**src/rtl/fifo_rd_stream_adapter.sv**
```systemverilog
// Turns a fixed-latency FIFO read port into a valid/ready stream with a credit-limited RD_LAT+1 entry buffer.
// Optional FIFO_RD_STREAM_STAT_EN adds stat_beats/stat_stall counters.
module fifo_rd_stream_adapter #(
  parameter int DSIZE = 8,
  parameter int RD_LAT = 1,
  localparam int BUF_DEPTH = RD_LAT + 1
) (
  input  logic                             clock,
  input  logic                             rst,
  input  logic                             fifo_empty,
  output logic                             fifo_rd_en,
  input  logic [DSIZE-1:0]                 fifo_rdata,
  input  logic                             flush,
  output logic [DSIZE-1:0]                 out_data,
  output logic                             out_valid,
  input  logic                             out_ready,
  output logic [$clog2(BUF_DEPTH+1)-1:0]   buf_count
`ifdef FIFO_RD_STREAM_STAT_EN
  ,
  output logic [31:0]                      stat_beats,
  output logic [31:0]                      stat_stall
`endif
);

  localparam int CW = $clog2(BUF_DEPTH + 1);
  localparam int PW = $clog2(BUF_DEPTH);

  typedef logic [DSIZE-1:0] word_t;

  word_t             mem_q [BUF_DEPTH];
  word_t             mem_d [BUF_DEPTH];
  logic [PW-1:0]     wr_ptr_q, wr_ptr_d;
  logic [PW-1:0]     rd_ptr_q, rd_ptr_d;
  logic [CW-1:0]     buf_count_q, buf_count_d;
  logic [RD_LAT-1:0] inflight_q, inflight_d;
  logic [CW:0]       inflight_cnt;
  logic [CW:0]       credit_use;
  logic              pop;
  logic              capture;

  function automatic logic [PW-1:0] ptr_inc(input logic [PW-1:0] p);
    return (p == PW'(BUF_DEPTH - 1)) ? '0 : p + PW'(1);
  endfunction

  assign out_valid = (buf_count_q != '0);
  assign out_data  = mem_q[rd_ptr_q];
  assign buf_count = buf_count_q;
  assign pop       = out_valid && out_ready;
  // Data returning during a flush belongs to discarded reads.
  assign capture   = inflight_q[RD_LAT-1] && !flush;

  always_comb begin
    inflight_cnt = '0;
    for (int i = 0; i < RD_LAT; i++) begin
      inflight_cnt = inflight_cnt + (CW+1)'(inflight_q[i]);
    end
    credit_use = (CW+1)'(buf_count_q) + inflight_cnt - (CW+1)'(pop);
    fifo_rd_en = !rst && !fifo_empty && !flush && (credit_use < (CW+1)'(BUF_DEPTH));
  end

  always_comb begin
    mem_d       = mem_q;
    wr_ptr_d    = wr_ptr_q;
    rd_ptr_d    = rd_ptr_q;
    inflight_d  = '0;
    inflight_d[0] = fifo_rd_en;
    for (int i = 1; i < RD_LAT; i++) begin
      inflight_d[i] = inflight_q[i-1];
    end
    if (capture) begin
      mem_d[wr_ptr_q] = fifo_rdata;
      wr_ptr_d        = ptr_inc(wr_ptr_q);
    end
    if (pop) begin
      rd_ptr_d = ptr_inc(rd_ptr_q);
    end
    buf_count_d = buf_count_q + CW'(capture) - CW'(pop);
    if (flush) begin
      wr_ptr_d    = '0;
      rd_ptr_d    = '0;
      buf_count_d = '0;
      inflight_d  = '0;
    end
  end

  always_ff @(posedge clock or posedge rst) begin
    if (rst) begin
      mem_q       <= '{default: '0};
      wr_ptr_q    <= '0;
      rd_ptr_q    <= '0;
      buf_count_q <= '0;
      inflight_q  <= '0;
    end else begin
      mem_q       <= mem_d;
      wr_ptr_q    <= wr_ptr_d;
      rd_ptr_q    <= rd_ptr_d;
      buf_count_q <= buf_count_d;
      inflight_q  <= inflight_d;
    end
  end

`ifdef FIFO_RD_STREAM_STAT_EN
  logic [31:0] stat_beats_q, stat_beats_d;
  logic [31:0] stat_stall_q, stat_stall_d;

  always_comb begin
    stat_beats_d = stat_beats_q + 32'(pop);
    stat_stall_d = stat_stall_q + 32'(out_valid && !out_ready);
  end

  always_ff @(posedge clock or posedge rst) begin
    if (rst) begin
      stat_beats_q <= '0;
      stat_stall_q <= '0;
    end else begin
      stat_beats_q <= stat_beats_d;
      stat_stall_q <= stat_stall_d;
    end
  end

  assign stat_beats = stat_beats_q;
  assign stat_stall = stat_stall_q;
`endif

`ifndef SYNTHESIS
  // The read credit must keep a capture from landing in a full buffer.
  assert property (@(posedge clock) disable iff (rst)
    !(capture && !pop && buf_count_q == CW'(BUF_DEPTH)));
`endif

endmodule

```
**config.mk**
```make
export PLATFORM = sky130hd
export DESIGN_NAME = fifo_rd_stream_adapter
export DESIGN_NICKNAME = d
export VERILOG_FILES = /design/src/rtl/fifo_rd_stream_adapter.sv
export SDC_FILE = /design/constraint.sdc
export NUM_CORES = 1
export LEC_CHECK = 0
export ABC_AREA = 1
export CAP_MARGIN = 5
export CORE_UTILIZATION = 48
export CTS_CLUSTER_DIAMETER = 100
export CTS_CLUSTER_SIZE = 25
export DETAILED_ROUTE_END_ITERATION = 8
export HOLD_SLACK_MARGIN = 0.02
export PLACE_DENSITY = 0.77
export SLEW_MARGIN = 0
export SYNTH_ARGS = -nofsm -noshare
export SYNTH_HDL_FRONTEND = slang
export SYNTH_SLANG_ARGS = --single-unit
```
**constraint.sdc**
```tcl
create_clock -name clock -period 3.3 [get_ports clock]
set_clock_uncertainty 0.15 [all_clocks]
set_input_delay 0.66 -clock clock [delete_from_list [all_inputs] [get_ports clock]]
set_output_delay 0.66 -clock clock [all_outputs]
set_load 0.01 [all_outputs]
```
## Word-level counts from Yosys, hierarchy flattened

Index checks and enable logic that the tools add are counted.

- Add/subtract/negate cells: 6
- Order comparisons: 4
- Multiplexer cells: 14
- Bitwise gates (word level): 2
- Reduce and logical (&&, ||, !) cells: 12

Operators by type and width:

| operator | number |
|---|---|
| 8-bit two-way mux | 4 |
| 16-bit bitwise mux | 1 |
| 8-bit demux with 1-bit select | 1 |
| 1-bit two-way mux | 7 |
| 1-bit logical AND | 6 |
| 2-bit nonzero test | 3 |
| 2-bit >= comparator, second input constant | 2 |
| 1-bit inverter with 2-bit output | 2 |
| 2-bit by 1-bit adder with 3-bit output | 1 |
| 1-bit logical NOT | 3 |
| 3-bit by 2-bit less-than comparator with 1-bit output, second input constant | 1 |
| 3-bit by 1-bit subtractor with 3-bit output | 1 |
| 1-bit adder, second input constant | 2 |
| 2-bit by 1-bit adder with 2-bit output | 1 |
| 2-bit by 1-bit less-than comparator with 1-bit output, second input constant | 1 |
| 2-bit two-way mux | 1 |
| 2-bit by 1-bit subtractor with 2-bit output | 1 |

- Flip-flop bits (word level): 21
- Input bits: 13
- Output and inout bits: 12
- Logic and storage cells: 44

## Longest topological paths before layout

Gate-level depths: netlist of run 1.

- Word-level depth: 6
- Depth in mapped cells: 10
- Mapped depth without buffers: 10

## Worst setup path before layout of run 1

OpenSTA, ideal clock, no wires.

- Path type: register to output
- Start: register buf_count_q[1], in the netlist buf_count[1]
- End: output fifo_rd_en
- Data arrival time: 2118 ps
- Data required time: 2490 ps
- Setup slack: 372 ps
- Cell stages (with the launch flop): 10
- Buffers on the path: 0
- Cell sequence: dfrtp_1 > inv_1 > nand2_1 > nand2_1 > inv_1 > ha_1 > or2_2 > fa_1 > nand3_1 > nor2_1

- Cells in the longest elaborated chain, start to end: 5
- Elaborated cells on any way between the ends: 6
- Classes of those cells: add/sub (2); order compare (1); reduce/logical (3)

Ends and longest elaborated chain:

| what | line | RTL |
|---|---|---|
| start, declared | 34 | `logic [CW-1:0] buf_count_q, buf_count_d;` |
| start signal, assigned | 97 | `buf_count_q <= buf_count_d;` |
| 2-bit nonzero test | 45 | `assign out_valid = (buf_count_q != '0);` |
| via out_valid | 15 | `output logic out_valid,` |
| 1-bit logical AND | 48 | `assign pop = out_valid && out_ready;` |
| 3-bit by 1-bit subtractor with 3-bit output | 57 | `credit_use = (CW+1)'(buf_count_q) + inflight_cnt - (CW+1)'(pop);` |
| 3-bit by 2-bit less-than comparator with 1-bit output | 58 | `fifo_rd_en = !rst && !fifo_empty && !flush && (credit_use < (CW+1)'(BUF_DEPTH));` |
| 1-bit logical AND | 58 |  |
| end, declared | 11 | `output logic fifo_rd_en,` |

The timed path passes the listed nets, and every way through them passes these cells.

## Worst setup path after layout of run 1

- Start: input out_ready
- End: output fifo_rd_en

- Cells in the longest elaborated chain, start to end: 4

Ends and longest elaborated chain:

| what | line | RTL |
|---|---|---|
| start, declared | 16 | `input logic out_ready,` |
| 1-bit logical AND | 48 |  |
| 3-bit by 1-bit subtractor with 3-bit output | 57 |  |
| 3-bit by 2-bit less-than comparator with 1-bit output | 58 |  |
| 1-bit logical AND | 58 |  |

Every way passes these cells.

==> metrics.csv, run 1 <==
stage;metric;value;unit
logic_synthesis;yosys warns;0;
logic_synthesis;Post-Synthesis Cells;125;
logic_synthesis;Top FF cell, synth;dfrtp_1;
critical_path;crit path DAT;2410;ps
logic_synthesis;ranking of synthesized cells by area;dfrtp_1 48%, nand2_1 16%, o21ai_2 13%, inv_1 5.4%, ha_1 3.4%;
run_status;status;finished, final reports clean;
critical_path;worst r2r path cells;9;
sta;Final Slew Violations;0;
final_layout;Synth-to-Final Area Change;27.9;%
critical_path;slowest CP cell;fa_1;
critical_path;Worst path max stage delay;490;ps
logic_synthesis;post-synth top area cell;dfrtp_1;
clock_tree;CTS H-tree depth;1;
global_route;antenna violations before repair;0;
die;Die Y;50.0;um
clock_tree;Clk pin slew, worst setup/hold paths;110;ps
clock_tree;CTS sink count;21;
sta;Final Cycle Share;0.977;
die;io pins;25;
critical_path;crit-path cells;dlygate4sd2_1, nand2_2, inv_2, ha_1, or2_2, fa_1, nand3_1, nor2_1, buf_2;
drt;Antenna Nets Post-Route;0;
hold_path;WHS Path Cells;2;
clock_tree;clock buffer depth;2;
flow_run;max capacitance violation total;0;
placed_design;GP Congestion;0.712;
die;Core Footprint;0.00206;sq mm
placed_design;post-DP HPWL;1520;um
logic_synthesis;Synth async-reset ratio;1.00;
power;P_leak;0.000746;uW
logic_synthesis;EDFF count, synth;0;
placed_design;pre-CTS setup slack;-591;ps
clock_tree;TritonCTS Buffers;3;
critical_path;CP required;2490;ps
critical_path;critical path class;primary input to primary output;
global_route;first-pass GRT wire length;3720;um
logic_synthesis;post-synthesis sequential area ratio;0.476;
logic_synthesis;most frequent cell after synthesis;nand2_1;
placed_design;dpl cells;176;
logic_synthesis;mapped cell area;0.00110;sq mm
sta;max_slew headroom;0.748;
drt;Pre-Repair DR Iteration Count;4;
critical_path;CP Capture Type;primary output;
placed_design;Placed Area;0.00137;sq mm
die;num rows;16;
power;VDD IR-drop max;0.433;mV
critical_path;startpoint types;primary input;
final_layout;fin nets;173;
sta;Slew @ Worst Pin;378;ps
drt;vias per cell;4.72;
final_layout;Design Area, Final;0.00141;sq mm
global_route;vias in the first global route;877;
sta;RSZ-0062 raised after global routing;no;
final_layout;layout cells sized above 1;0.219;
global_route;largest net degree at the start of global routing;22;
global_route;global route overflow;0;
placed_design;# port buffers;24;
critical_path;CP max FO;2;
die;Chip Width;50.0;um
logic_synthesis;list of most frequent post-synthesis cells;48 x nand2_1, 21 x dfrtp_1, 16 x inv_1, 16 x o21ai_2, 5 x nor2_1;
sta;worst hold margin;344;ps
logic_synthesis;top-area cell type share of the netlist area;0.476;
clock_tree;Skew-Pair Late Insertion Delay;300;ps
hold_path;Tightest Hold Check Type;register to register;
final_layout;Non-Filler Instances;182;
logic_synthesis;synth unique cells;18;
clock_tree;CTS Hold Buffers Added;0;
sta;setup slack after layout;76.1;ps
die;Die Footprint;0.00250;sq mm
drt;routed len/inst;11.4;um
logic_synthesis;Yosys reg bits;21;
global_route;GRT Overall Usage;0.200;
logic_synthesis;Syn Nets;142;
clock_tree;CTS root buf;clkbuf_4;
drt;final wirelength;2070;um
sta;Fin. Hold Viols;0;
sta;fmax;310;MHz
sta;min Tclk post-route;3220;ps
sta;post-route setup TNS;0;ps
sta;final setup violation count;0;
clock_tree;CTS tree;done;
drt;vias;859;
die;Initial Util;0.535;
final_layout;ANT cells;0;
drt;drt first-iter violations;16;
power;Power Density;782;mW/mm^2
drt;Residual DRC;0;
logic_synthesis;Avg Inst Size Synth;8.83;sq um
critical path, delay by kind of cell:
kind / cells / cell delay, ps
adder cells (fa/ha/maj): 2 / 750
buffers and inverters: 3 / 430
AND/OR/NAND/NOR: 4 / 580
layout by cell type, fill, tap and decap left out, drive strengths merged:
cell / n
a21oi: 1
buf: 6
clkbuf: 3
clkdlybuf4s50: 22
clkinv: 2
dfrtp: 21
dlygate4sd2: 1
fa: 1
ha: 3
inv: 17
nand2: 48
nand3: 5
nand3b: 1
nand4: 1
nor2: 5
o21ai: 16
or2: 1
xor2: 1
through the flow:
| step | total power, uW | utilization |
|---|---|---|
| floorplan | 731 | - |
| global placement | 944 | 0.664 |
| detailed placement | 971 | 0.664 |
| CTS | 1100 | 0.676 |
| global route | 1200 | 0.684 |
| finish | 1100 | 0.684 |
sequential cells by signal, indices dropped and copies added (netlist names):
signal      cells
inflight_q      1
mem_q          16
wr_ptr_q        1
buf_count       2
rd_ptr_q        1
power by group:
part	total (uW)	internal [uW]	switching, uW
sequential	418	354	64.2
clock	123	45.2	77.4
combinational	563	292	272
cells by family (layout without fill, tap and decap cells):
logic type,after synthesis,count (layout),synth area share
buffers and inverters,21,51,0.0884
and+or+nand+nor,61,61,0.244
DFF,21,21,0.476
AOI/OAI and AO/OA,17,17,0.132
xor gates and xnor gates,1,1,0.00794
adders and majority gates,4,4,0.0522
final timing paths:
path	from	to	slack, ps
worst max-delay path	out_ready	fifo_rd_en	80
worst min-delay path	mem_q[7]$_DFFE_PP0P_	mem_q[7]$_DFFE_PP0P_	340
worst max register to register	buf_count[1]$_DFF_PP0_	inflight_q$_DFF_PP0_	1140
worst min register to register	mem_q[7]$_DFFE_PP0P_	mem_q[7]$_DFFE_PP0P_	340
max in group asynchronous	rst	mem_q[7]$_DFFE_PP0P_	2230
min in group asynchronous	rst	mem_q[0]$_DFFE_PP0P_	550
final cells by class:
type                            instances  area [sq um]
Clock inverter                          1          5.00
Fill cell                             192           651
Tap cell                               27          33.8
Inverter                               18          67.6
Clock buffer                            3          22.5
Sequential cell                        21           526
Multi-Input combinational cell         83           485
Timing Repair Buffer                   29           272
per-layer routing:
metal / wire length (um) / part of all wire / track usage
met3: 47 / 0.023 / 0.0278
met1: 904 / 0.44 / 0.222
met2: 1100 / 0.53 / 0.374
met5: 0 / 0 / 0
met4: 22 / 0.011 / 0.0857
timing repair:
item | CTS | global route
setup buffers | 0 | 2
pin swaps | 0 | 1
setup endpoints to repair | 1 | 1
hold endpoints to repair | 0 | 0
gates resized for setup | 7 | 2
No activity file was read; power rests on OpenSTA's default activity.
==> inputs of run 2 (changes only) <==
Settings changed: CORE_MARGIN set to 2, PLACE_DENSITY 0.77 to 0.78.
==> metrics.csv, run 2 (synthesized netlist as in run 1, its figures left out) <==
stage;metric;value;unit;change
final_layout;largest reg by FF count;mem_q;;
final_layout;Synth-to-Final Area Change;45.8;%;
drt;routed len/inst;12.1;um;+6.6%
placed_design;post-DP HPWL;1450;um;-5.0%
critical_path;CP max FO;2;;unchanged
power;Int Power;807;uW;+17%
power;Power Density;785;mW/mm^2;+0.32%
clock_tree;clock buffer depth;2;;unchanged
clock_tree;CTS Hold Buffers Added;0;;unchanged
die;Chip Width;52.0;um;+4.0%
clock_tree;CTS root buf;clkbuf_4;;
final_layout;max FFs per register;16;;unchanged
sta;Slew @ Worst Pin;413;ps;+35.2 ps
global_route;antenna violations before repair;0;;unchanged
hold_path;min-delay src;mem_q[12]$_DFFE_PP0P_;;
sta;final setup violation count;0;;unchanged
power;Net Sw Power;455;uW;+10%
drt;drt first-iter violations;38;;+22
global_route;global route overflow;0;;unchanged
global_route;largest net degree at the start of global routing;22;;unchanged
hold_path;worst hold endpoint;mem_q[12]$_DFFE_PP0P_;;
sta;Fin. Hold Viols;0;;unchanged
die;io pins;25;;unchanged
global_route;GRT Overall Usage;0.217;;+0.0171
drt;met3 wire len;91;um;+94%
hold_path;WHS Path Cells;2;;unchanged
final_layout;commonest non-fill, non-tap cell in the layout;nand2_1;;
die;num rows;17;;+1
run_status;status;finished, final reports clean;;
critical_path;R2R Path End;rd_ptr_q$_DFFE_PP0P_;;
power;Comb power frac;0.570;;+0.060
die;Core Footprint;0.00219;sq mm;+6.2%
global_route;vias in the first global route;954;;+8.8%
clock_tree;CTS tree;done;;
final_layout;FILL cells;164;;-15%
critical_path;RR Startpoint;buf_count[0]$_DFF_PP0_;;
power;power share of the sequential group;0.333;;-0.046
critical_path;critical path class;primary input to register;;
power;P_leak;0.000855;uW;+15%
global_route;first-pass GRT wire length;4220;um;+13%
placed_design;GP Congestion;0.759;;+6.6%
critical_path;worst r2r path cells;23;;+14
drt;final wirelength;2540;um;+22%
placed_design;pre-CTS setup slack;-546;ps;+44.9 ps
final_layout;Non-Filler Instances;209;;+15%
critical_path;CP Capture Type;register;;
critical_path;crit path DAT;3260;ps;+850 ps
power;Tot Pwr;1260;uW;+14%
power;Clk network pwr share;0.097;;-0.014
placed_design;# port buffers;24;;unchanged
placed_design;dpl cells;177;;+0.57%
drt;Top Metal Used;met4;;
drt;Residual DRC;0;;unchanged
final_layout;commonest non-fill, non-tap cells in the layout;46 x nand2_1, 31 x buf_4, 22 x clkdlybuf4s50_1, 21 x dfrtp_1, 16 x o21ai_2;;
sta;max_slew headroom;0.724;;-0.0235
clock_tree;TritonCTS Buffers;3;;unchanged
drt;met2 wire length;1240;um;+13%
drt;Pre-Repair DR Iteration Count;4;;unchanged
sta;Final Cycle Share;0.970;;-0.00667
sta;setup slack after layout;98.1;ps;+22.0 ps
clock_tree;Clk pin slew, worst setup/hold paths;110;ps;about the same
critical_path;R2R setup slack;170;ps;-970 ps
hold_path;Tightest Hold Check Type;register to register;;
sta;fmax;312;MHz;+0.69%
sta;min Tclk post-route;3200;ps;-22.0 ps
critical_path;CP required;3360;ps;+870 ps
final_layout;ANT cells;0;;unchanged
flow_run;max capacitance violation total;0;;unchanged
sta;Final Slew Violations;0;;unchanged
power;switch share;0.361;;-0.0136
clock_tree;Skew-Pair Late Insertion Delay;300;ps;about the same
power;VDD IR-drop max;0.502;mV;+16%
clock_tree;CTS H-tree depth;1;;unchanged
drt;vias;1000;;+16%
sta;RSZ-0062 raised after global routing;no;;
die;Die Footprint;0.00270;sq mm;+8.2%
clock_tree;CTS sink count;21;;unchanged
drt;Antenna Nets Post-Route;0;;unchanged
drt;met1 WL;1140;um;+26%
die;Die Y;52.0;um;+4.0%
drt;vias per cell;4.78;;+1.4%
final_layout;layout cells sized above 1;0.320;;+0.101
final_layout;fin nets;199;;+15%
die;Initial Util;0.504;;-0.0315
critical_path;startpoint types;primary input;;
==> run 2: changes by cell type in the layout (fill, tap and decap cells not counted), sizes merged <==
cell	before	now
clkbuf	3	4
buf	6	32
clkinv	2	1
==> run 2: worst max-delay path, cell delays in order <==
cell and delay (ps):
dlygate4sd2_1 250, nand2_2 80, buf_4 130, buf_4 120, buf_4 120, buf_4 120
buf_4 120, buf_4 120, buf_4 120, buf_4 120, buf_4 120, buf_4 120
buf_4 120, buf_4 120, buf_4 120, buf_4 120, buf_4 120, buf_4 130
buf_4 120, buf_4 120, nand3_1 60, nand2_1 50
==> run 2: repair_timing <==
action / CTS / global route
hold endpoints to repair: 0 / 0
resized for setup: 7 / 2
endpoints found under the setup margin: 1 / 3
pin swaps: 3 / 0
setup buffers: 27 / 1
==> run 2: stage by stage <==
stage | hold slack (ps) | util | setup TNS (ps) | area [sq um]
finish | 342 | 0.734 | 0 | 1610
global route | 364 | 0.734 | 0 | 1610
CTS | 346 | 0.729 | 0 | 1600
detailed placement | 317 | 0.626 | -546 | 1370
global placement | 314 | 0.626 | -532 | 1370
floorplan | 305 | - | 0 | 1100
==> run 2: how the worst max path moves through the flow <==
stage	start	endpoint	slack (ps)	depth (start not counted)
6_report	out_ready	rd_ptr_q$_DFFE_PP0P_	100	22
5_1_grt	buf_count[0]$_DFF_PP0_	fifo_rd_en	10	10
4_1_cts	buf_count[0]$_DFF_PP0_	fifo_rd_en	150	10
3_5_place_dp	out_ready	fifo_rd_en	-550	9
3_3_place_gp	out_ready	fifo_rd_en	-530	9
2_1_floorplan	buf_count[1]$_DFF_PP0_	fifo_rd_en	370	9
==> run 2: power by group through the flow <==
stage	clock network, uW	registers (uW)	logic [uW]
2_1_floorplan	0	414	317
3_3_place_gp	0	418	528
3_5_place_dp	0	424	542
4_1_cts	129	419	685
5_1_grt	141	431	792
6_report	123	420	720
==> run 2: final cells by class <==
type / count / area, sq um / share of cell area
clock buffer: 4 / 26.3 / 0.0163
tap: 28 / 35.0 / 0.0218
timing repair buffer: 55 / 467 / 0.290
sequential: 21 / 526 / 0.327
inverter: 18 / 67.6 / 0.0420
multi-input combinational: 83 / 488 / 0.303
==> run 2: metal layers <==
metal  track usage  vias up
met5             0        -
met2         0.352       25
met3        0.0374        9
met1         0.279      467
met4         0.105        0
li1              -      499
==> inputs of run 3 (changes only) <==
Settings changed: CORE_UTILIZATION 48 to 45, PLACE_DENSITY 0.78 to 0.74.
==> metrics.csv, run 3 (synthesized netlist as in run 1, its figures left out) <==
stage;metric;value;unit;change
die;Die Footprint;0.00286;sq mm;+6.1%
global_route;antenna violations before repair;0;;unchanged
clock_tree;Clk pin slew, worst setup/hold paths;120;ps;about the same
placed_design;# port buffers;24;;unchanged
drt;vias per cell;4.71;;-1.6%
final_layout;fin nets;174;;-13%
clock_tree;CTS tree;done;;
placed_design;Placed Area;0.00139;sq mm;+1.1%
sta;final setup violation count;0;;unchanged
drt;routed len/inst;11.8;um;-2.7%
critical_path;worst path buffer plus inverter count;3;;-16
placed_design;post-DP HPWL;1560;um;+7.6%
global_route;vias in the first global route;865;;-9.3%
global_route;largest net degree at the start of global routing;22;;unchanged
drt;Antenna Nets Post-Route;0;;unchanged
final_layout;ANT cells;0;;unchanged
power;Clk network pwr share;0.110;;+0.013
power;P_leak;0.000755;uW;-12%
final_layout;largest reg by FF count;mem_q;;
final_layout;Design Area, Final;0.00143;sq mm;-11%
global_route;met3 Resource Use GR;0.0254;;-0.0119
final_layout;max FFs per register;16;;unchanged
die;Chip Width;53.5;um;+3.0%
power;Net Sw Power;419;uW;-8.0%
power;switch share;0.375;;+0.0140
sta;Final Cycle Share;0.958;;-0.0122
drt;final wirelength;2180;um;-14%
global_route;Most Crowded Layer GR;met2;;
sta;fmax;316;MHz;+1.3%
power;Int Power;699;uW;-13%
clock_tree;CTS H-tree depth;1;;unchanged
critical_path;crit path DAT;2350;ps;-910 ps
global_route;first-pass GRT wire length;3840;um;-9.0%
sta;max_slew headroom;0.796;;+0.0713
clock_tree;CTS sink count;21;;unchanged
placed_design;GP Congestion;0.799;;+5.2%
critical_path;CP top delay family;adder cells;;
final_layout;Non-Filler Instances;184;;-12%
die;io pins;25;;unchanged
final_layout;layout cells sized above 1;0.218;;-0.102
placed_design;pre-CTS setup slack;-556;ps;-9.89 ps
power;power share of the sequential group;0.366;;+0.033
critical_path;Worst path max stage delay;400;ps;+150 ps
global_route;GRT Overall Usage;0.192;;-0.0252
clock_tree;TritonCTS Buffers;3;;unchanged
drt;drt first-iter violations;33;;-13%
critical_path;crit-path cells;dlygate4sd2_1, nand2_2, inv_1, ha_1, or2_4, fa_1, xor2_2, nor2_1, buf_2;;
die;Core Footprint;0.00228;sq mm;+3.9%
global_route;global route overflow;0;;unchanged
drt;Pre-Repair DR Iteration Count;4;;unchanged
sta;min Tclk post-route;3160;ps;-40.2 ps
final_layout;commonest non-fill, non-tap cell in the layout;nand2_1;;
run_status;status;finished, final reports clean;;
clock_tree;Skew-Pair Late Insertion Delay;300;ps;about the same
placed_design;dpl cells;179;;+1.1%
power;Comb power frac;0.524;;-0.046
global_route;GR Util met2;0.323;;-0.0293
clock_tree;CTS Hold Buffers Added;0;;unchanged
sta;Slew @ Worst Pin;305;ps;-109 ps
final_layout;commonest non-fill, non-tap cells in the layout;47 x nand2_1, 22 x clkdlybuf4s50_1, 21 x dfrtp_1, 16 x o21ai_2, 15 x inv_1;;
sta;Fin. Hold Viols;0;;unchanged
final_layout;FILL cells;204;;+24%
power;VDD IR-drop max;0.539;mV;+7.2%
critical_path;critical path class;primary input to primary output;;
die;Die Y;53.5;um;+3.0%
die;Initial Util;0.485;;-0.0188
final_layout;Core Util, Final;0.627;;-0.107
critical_path;CP Capture Type;primary output;;
clock_tree;clock buffer depth;2;;unchanged
die;num rows;17;;unchanged
hold_path;Tightest Hold Check Type;register to register;;
sta;setup slack after layout;138;ps;+40.2 ps
flow_run;max capacitance violation total;0;;unchanged
global_route;met1 usage in global routing;0.248;;-0.0308
drt;vias;866;;-13%
sta;post-route setup TNS;0;ps;unchanged
critical_path;slowest CP cell;fa_1;;
drt;Residual DRC;0;;unchanged
critical_path;startpoint types;primary input;;
critical_path;CP required;2490;ps;-870 ps
critical_path;CP max FO;2;;unchanged
sta;Final Slew Violations;0;;unchanged
clock_tree;CTS root buf;clkbuf_4;;
power;Power Density;783;mW/mm^2;-0.19%
final_layout;Synth-to-Final Area Change;29.4;%;
## run 3: per-layer routing
layer  share of wire  wire length (um)
met1            0.46              1000
met2            0.51              1110
met3           0.023                50
met4          0.0074                16
met5               0                 0
## run 3: path summary, 6_finish.rpt
| check | start | to | slack, ps | cells after the start |
|---|---|---|---|---|
| min | mem_q[3]$_DFFE_PP0P_ | mem_q[3]$_DFFE_PP0P_ | 350 | 2 |
| max in group asynchronous | rst | mem_q[2]$_DFFE_PP0P_ | 2230 | 3 |
| max reg2reg | buf_count[0]$_DFF_PP0_ | inflight_q$_DFF_PP0_ | 1120 | 9 |
| min reg2reg | mem_q[3]$_DFFE_PP0P_ | mem_q[3]$_DFFE_PP0P_ | 350 | 2 |
| min in group asynchronous | rst | buf_count[0]$_DFF_PP0_ | 560 | 3 |
| max | out_ready | fifo_rd_en | 140 | 9 |
## run 3: power by group through the flow
stage	registers (uW)	logic, uW	clock network (uW)
after floorplan	414	317	0
after detailed placement	413	569	0
after global routing	421	655	142
after CTS	408	571	129
final	410	586	123
after global placement	406	552	0
## run 3: timing repair
action                     4_1_cts  5_1_grt
setup buffers                    0        1
setup endpoints to repair        1        1
pin swaps                        3        0
gates resized for setup          6        3
hold endpoints to repair         0        0
## run 3: worst min-delay path, delay by kind of cell (launching register included)
family | cells | cell delay, ps
AOI/OAI and AO/OA | 1 | 50
DFF | 1 | 360
and+or+nand+nor | 1 | 60
## run 3: final cells by class
type	count	area, sq um	area share
inverter	18	67.6	0.0473
clock buffer	3	22.5	0.0158
sequential	21	526	0.368
multi-input combinational	83	493	0.345
clock inverter	1	5.00	0.00351
timing repair buffer	30	279	0.195
tap	28	35.0	0.0245
## run 3: metrics by stage
step                      hold slack (ps)  power (uW)
after floorplan                       305         731
after global placement                314         959
after detailed placement              320         982
after CTS                             350        1110
after global routing                  366        1220
final                                 346        1120
